File: src/rtl/otter_pkg.sv
// Shared types for the OTTER handshake control unit: opcodes, FSM states, fault codes.
package otter_pkg;

    typedef enum logic [6:0] {
        OP_LUI    = 7'b0110111,
        OP_AUIPC  = 7'b0010111,
        OP_JAL    = 7'b1101111,
        OP_JALR   = 7'b1100111,
        OP_BRANCH = 7'b1100011,
        OP_LOAD   = 7'b0000011,
        OP_STORE  = 7'b0100011,
        OP_IMM    = 7'b0010011,
        OP_REG    = 7'b0110011,
        OP_SYSTEM = 7'b1110011
    } opcode_t;

    typedef enum logic [2:0] {
        ST_FETCH,
        ST_EXEC,
        ST_LD_WAIT,
        ST_ST_WAIT,
        ST_WB,
        ST_TRAP,
        ST_FAULT
    } state_t;

    typedef logic [1:0] fault_code_t;

    localparam fault_code_t FC_NONE     = 2'b00;
    localparam fault_code_t FC_ILLEGAL  = 2'b01;
    localparam fault_code_t FC_FETCH_TO = 2'b10;
    localparam fault_code_t FC_DATA_TO  = 2'b11;

endpackage

File: src/rtl/otter_wait_timer.sv
// Counts consecutive ready-low cycles of a pending memory request; expired flags the
// last permitted cycle. WAIT_TIMEOUT of 0 never expires.
module otter_wait_timer #(
    parameter int WAIT_TIMEOUT = 16
) (
    input  logic CLK,
    input  logic RST_N,
    input  logic clear,
    input  logic run,
    output logic expired
);

    localparam int CW_RAW = $clog2(WAIT_TIMEOUT + 1);
    localparam int CW     = (CW_RAW < 1) ? 1 : CW_RAW;
    localparam logic [CW-1:0] LAST = CW'((WAIT_TIMEOUT > 0) ? WAIT_TIMEOUT - 1 : 0);

    logic [CW-1:0] count;

    always_ff @(posedge CLK or negedge RST_N) begin
        if (!RST_N) begin
            count <= '0;
        end else if (clear) begin
            count <= '0;
        end else if (run && count != LAST) begin
            count <= count + CW'(1);
        end
    end

    assign expired = (WAIT_TIMEOUT != 0) && (count == LAST);

endmodule

File: src/rtl/otter_cu_fsm_hs.sv
// OTTER multicycle control FSM with ready handshakes, wait timeout, sticky fault and instret.
// Define OTTER_INTR_EN to enable interrupt entry (TRAP) and CSR writes on SYSTEM.
module otter_cu_fsm_hs
    import otter_pkg::*;
#(
    parameter int WAIT_TIMEOUT = 16,
    parameter int INSTRET_W    = 32
) (
    input  logic                 CLK,
    input  logic                 RST_N,
    input  logic [6:0]           ir_op,
    input  logic [2:0]           func3,
    input  logic                 imem_ready,
    input  logic                 dmem_ready,
    input  logic                 intr,
    input  logic                 csr_mie,
    output logic                 pc_write,
    output logic                 reg_write,
    output logic                 mem_write,
    output logic                 mem_read1,
    output logic                 mem_read2,
    output logic                 csr_write,
    output logic                 intr_taken,
    output logic                 err,
    output logic [1:0]           fault_code,
    output logic [INSTRET_W-1:0] instret
);

    state_t      state;
    state_t      nxt;
    fault_code_t fault_nxt;
    logic        retire;
    logic        trap_req;
    logic        tmr_run;
    logic        tmr_expired;

    // The timer only advances while a request is outstanding; any other cycle resets it.
    assign tmr_run = ((state == ST_FETCH) && !imem_ready)
                  || ((state == ST_LD_WAIT || state == ST_ST_WAIT) && !dmem_ready);

    otter_wait_timer #(.WAIT_TIMEOUT(WAIT_TIMEOUT)) u_timer (
        .CLK     (CLK),
        .RST_N   (RST_N),
        .clear   (!tmr_run),
        .run     (tmr_run),
        .expired (tmr_expired)
    );

`ifdef OTTER_INTR_EN
    assign trap_req = intr && csr_mie;
`else
    assign trap_req = 1'b0;
    logic unused_in;
    assign unused_in = ^{func3, intr, csr_mie};
`endif

    always_comb begin
        pc_write   = 1'b0;
        reg_write  = 1'b0;
        mem_write  = 1'b0;
        mem_read1  = 1'b0;
        mem_read2  = 1'b0;
        csr_write  = 1'b0;
        intr_taken = 1'b0;
        retire     = 1'b0;
        nxt        = state;
        fault_nxt  = fault_code;
        case (state)
            ST_FETCH: begin
                mem_read1 = 1'b1;
                if (imem_ready) begin
                    nxt = ST_EXEC;
                end else if (tmr_expired) begin
                    nxt       = ST_FAULT;
                    fault_nxt = FC_FETCH_TO;
                end
            end
            ST_EXEC: begin
                case (ir_op)
                    OP_LUI, OP_AUIPC, OP_JAL, OP_JALR, OP_REG, OP_IMM: begin
                        reg_write = 1'b1;
                        pc_write  = 1'b1;
                        retire    = 1'b1;
                    end
                    OP_BRANCH: begin
                        pc_write = 1'b1;
                        retire   = 1'b1;
                    end
                    OP_LOAD: begin
                        mem_read2 = 1'b1;
                        nxt       = dmem_ready ? ST_WB : ST_LD_WAIT;
                    end
                    OP_STORE: begin
                        mem_write = 1'b1;
                        if (dmem_ready) begin
                            pc_write = 1'b1;
                            retire   = 1'b1;
                        end else begin
                            nxt = ST_ST_WAIT;
                        end
                    end
                    OP_SYSTEM: begin
`ifdef OTTER_INTR_EN
                        // func3 of zero is mret: no register or CSR update.
                        reg_write = (func3 != 3'b000);
                        csr_write = (func3 != 3'b000);
`endif
                        pc_write = 1'b1;
                        retire   = 1'b1;
                    end
                    default: begin
                        nxt       = ST_FAULT;
                        fault_nxt = FC_ILLEGAL;
                    end
                endcase
            end
            ST_LD_WAIT: begin
                mem_read2 = 1'b1;
                if (dmem_ready) begin
                    nxt = ST_WB;
                end else if (tmr_expired) begin
                    nxt       = ST_FAULT;
                    fault_nxt = FC_DATA_TO;
                end
            end
            ST_ST_WAIT: begin
                mem_write = 1'b1;
                if (dmem_ready) begin
                    pc_write = 1'b1;
                    retire   = 1'b1;
                end else if (tmr_expired) begin
                    nxt       = ST_FAULT;
                    fault_nxt = FC_DATA_TO;
                end
            end
            ST_WB: begin
                reg_write = 1'b1;
                pc_write  = 1'b1;
                retire    = 1'b1;
            end
`ifdef OTTER_INTR_EN
            ST_TRAP: begin
                intr_taken = 1'b1;
                pc_write   = 1'b1;
                nxt        = ST_FETCH;
            end
`endif
            ST_FAULT: nxt = ST_FAULT;
            default:  nxt = ST_FETCH;
        endcase
        if (retire) begin
            nxt = trap_req ? ST_TRAP : ST_FETCH;
        end
        // Enables stay low for the whole time reset is held.
        if (!RST_N) begin
            pc_write   = 1'b0;
            reg_write  = 1'b0;
            mem_write  = 1'b0;
            mem_read1  = 1'b0;
            mem_read2  = 1'b0;
            csr_write  = 1'b0;
            intr_taken = 1'b0;
        end
    end

    always_ff @(posedge CLK or negedge RST_N) begin
        if (!RST_N) begin
            state      <= ST_FETCH;
            instret    <= '0;
            err        <= 1'b0;
            fault_code <= FC_NONE;
        end else begin
            state      <= nxt;
            fault_code <= fault_nxt;
            if (nxt == ST_FAULT) begin
                err <= 1'b1;
            end
            if (retire) begin
                instret <= instret + INSTRET_W'(1);
            end
        end
    end

endmodule
File: config.mk
export PLATFORM = sky130hd
export DESIGN_NAME = otter_cu_fsm_hs
export DESIGN_NICKNAME = d
export VERILOG_FILES = /design/src/rtl/otter_pkg.sv /design/src/rtl/otter_wait_timer.sv /design/src/rtl/otter_cu_fsm_hs.sv
export SDC_FILE = /design/constraint.sdc
export NUM_CORES = 1
export LEC_CHECK = 0
export ABC_AREA = 1
export BUFFER_PORTS_ARGS = -buffer_cell sky130_fd_sc_hd__buf_2
export CELL_PAD_IN_SITES_DETAIL_PLACEMENT = 0
export CELL_PAD_IN_SITES_GLOBAL_PLACEMENT = 1
export CORE_UTILIZATION = 36
export DETAILED_ROUTE_END_ITERATION = 16
export HOLD_SLACK_MARGIN = 0.05
export PLACE_DENSITY_LB_ADDON = 0.15
export SLEW_MARGIN = 40
export SYNTH_ARGS = -nofsm -noshare
export SYNTH_HDL_FRONTEND = slang
export SYNTH_HIERARCHICAL = 1
export SYNTH_SLANG_ARGS = --single-unit
File: constraint.sdc
create_clock -name CLK -period 1.65 [get_ports CLK]
set_input_delay 0.33 -clock CLK [delete_from_list [all_inputs] [get_ports CLK]]
set_output_delay 0.33 -clock CLK [all_outputs]
set_load 0.01 [all_outputs]
==> flow_summary_export.csv <==
group,metric,value,unit
run_status,outcome,"finished, violations left",
run_status,violations,"setup timing",
placement,io_buffers,50,
yosys,synthFlopType,"dfrtp_1",
timing,setup_slack,-238,ps
routing,route.detailed.drc,0,
clocking,cts_tree,"done",
cells_and_area,drive_above_1_share,32.8,%
critical_path,cp-start-kind,"flip-flop",
critical_path,cp.required,1320,ps
yosys,synth_top_area_share,34.2,%
timing,post-route-period-util,114,%
floorplanning,die_area,9130,µm²
timing,skew,7.38,ps
timing,grt_setup_unrepaired,"true",
routing,first_pass_iters,4,
clocking,path_clk_slew,90,ps
clocking,h-tree-depth,2,
floorplanning,num_io_pins,58,
global_routing,grt_max_degree,44,
critical_path,slowest_delay,450,ps
power,power.density,1090,nW/µm²
routing,drtIter0Drc,105,
yosys,yosys.cell_types.count,30,
critical_path,timing.rr.start,"state[1]",
placement,place_hpwl,6800,µm
routing,ant_nets,0,
placement,gp_congestion,0.898,
global_routing,grt_antenna_before_repair,0,
routing,drt-total-wl,9130,µm
yosys,synthesis.area,3150,µm²
routing,vias,3249,
yosys,synth_edf_count,0,
floorplanning,coreArea,8340,µm²
clocking,cts_buffer_depth,2,
timing,drv_slew,0,
critical_path,cp_max_fo,6,
clocking,insertion_delay,300,ps
floorplanning,die_y,95.5,µm
timing,max_freq,530,MHz
power,ir_drop,0.682,mV
routing,routedWlPerCell,13.3,µm
timing,setup_viol,36,
critical_path,r2r_setup_slack,-90,ps
job,cap_viol_max_count,0,
yosys,syn_inst,477,
timing,worst_slew_pin_slew,586,ps
global_routing,first_global_vias,3154,
yosys,yosys_warnings,6,
floorplanning,rows,33,
critical_path,worst_ep_arrival_time,1560,ps
routing,vias_per_cell,4.74,
critical_path,r2r_end,"instret[1]",
clocking,cts_inserted_buffers,5,
critical_path,cp-end-kind,"output port",
timing,fin_crit,1890,ps
yosys,avgSynthCellArea,6.60,µm²
timing,final_hold_viol_count,0,
cells_and_area,fin_nets,598,
yosys,ys_seq_area_share,34.2,%
yosys,synth_top_area_cell,"dfrtp_1",
critical_path,worstSetupPathType,"reg -> out",
global_routing,grt_first_pass_wirelength,14800,µm
yosys,synth_common_cells,"nand2_1, nor2_1, inv_1, dfrtp_1, nand2_2",
power,p_total,4.51,mW
yosys,ys_async_sr_fraction,100,%
cells_and_area,antenna_cells,0,
clocking,cts.sinks,43,
power,p_leak,2.11,nW
timing,relSlewSlack,60.9,%
cells_and_area,area_growth,31.7,%
critical_path,reg2reg_depth,11,
global_routing,track_usage,21.1,%
critical_path,worstPathCellList,"buf_6 > nor2_4 > nand2_2 > inv_4 > nand3_4 > nand2_4 > nor2_4 > nor2_2 > buf_2",
yosys,synth_area_leaders,"dfrtp_1, nand2_1, nor2_1",
timing,hold_slack,115,ps
critical_path,path_common_cell,"nor2_4",
hold_path,holdCritPathClass,"in -> async",
floorplanning,fp.dieW,95.5,µm
critical_path,worst_path_max_delay_cell,"dfrtp_2",
floorplanning,start_util,37.8,%
global_routing,grt-ovfl-total,0,
clocking,root_buffer,"clkbuf_8",
yosys,yosysMostFrequentCell,"nand2_1",
yosys,synth-seq-cells,43,
-- cells in the final DEF, fill, tap and decap left out, drive strengths merged --
master / count
xor2: 14
a21boi: 1
conb: 2
nor2: 63
o21ai: 17
clkbuf: 7
dfrtp: 43
bufinv: 2
a211oi: 1
inv: 57
nand3b: 8
nand4: 7
a21oi: 8
nand3: 26
buf: 101
nor3: 15
ha: 3
nand2: 205
-- routing by layer --
layer	part of all wire (%)	global-route usage (%)
met5	0	0
met4	1.2	4.73
met3	3.1	2.79
met2	49	37.5
met1	47	27.0
-- power by group --
part           internal (mW)  switching, mW
logic                  0.916           1.25
registers               1.19          0.144
clock network          0.606          0.401
total                   2.71           1.79
-- worst max-delay path by stage --
stage               slack [ps]           to              from  cells after the start
floorplan                   10  instret[26]        instret[0]                     10
global placement           -80          err  u_timer/count[0]                     14
detailed placement         -90          err  u_timer/count[0]                     14
CTS                       -250     pc_write          state[1]                      9
global route              -350     pc_write          state[1]                      9
finish                    -240     pc_write          state[1]                      9
-- through the flow --
step | utilization, % | cells | setup TNS, ps | setup WS [ps] | area, µm²
after floorplan | - | 478 | 0 | 10.1 | 3150
after global placement | 45.3 | 666 | -252 | -82.9 | 3780
after detailed placement | 45.3 | 666 | -547 | -91.4 | 3780
after CTS | 47.8 | 681 | -1140 | -252 | 3990
after global routing | 49.7 | 685 | -6730 | -346 | 4150
final | 49.7 | 685 | -2570 | -238 | 4150
-- flip-flops by register name, indices dropped and copies added (netlist names) --
name	flops
state	3
fault_code	2
err	1
u_timer/count	5
instret	32
-- cell type report --
cell class                 count  area, µm²
inverter                      57        221
clock inverter                 2       60.1
fill                         875       4190
multi-input combinational    370       1870
tap                          105        131
sequential                    43       1080
clock buffer                   6       72.6
timing repair buffer         102        709
-- cell families after synthesis --
logic type / count (synthesis) / synth area share [%]
buffers and inverters: 66 / 9.85
AND/OR/NAND/NOR: 323 / 46.0
XOR/XNOR: 14 / 4.13
other: 1 / 0.119
AO/OA/AOI/OAI: 27 / 4.57
adder cells (fa/ha/maj): 3 / 1.19
flip-flops: 43 / 34.2
-- critical path, delay by kind of cell, from the launching register on --
family        cells  cell delay [ps]
flops             1              450
simple gates      6              450
buf+inv           3              360
-- timing repair --
action	CTS	global route
pin swaps	9	13
setup buffers	7	4
resized for setup	10	35
cloned	0	2
setup endpoints to repair	12	47
hold buffers	0	0
Note: power is estimated with default switching activity, not from simulation.
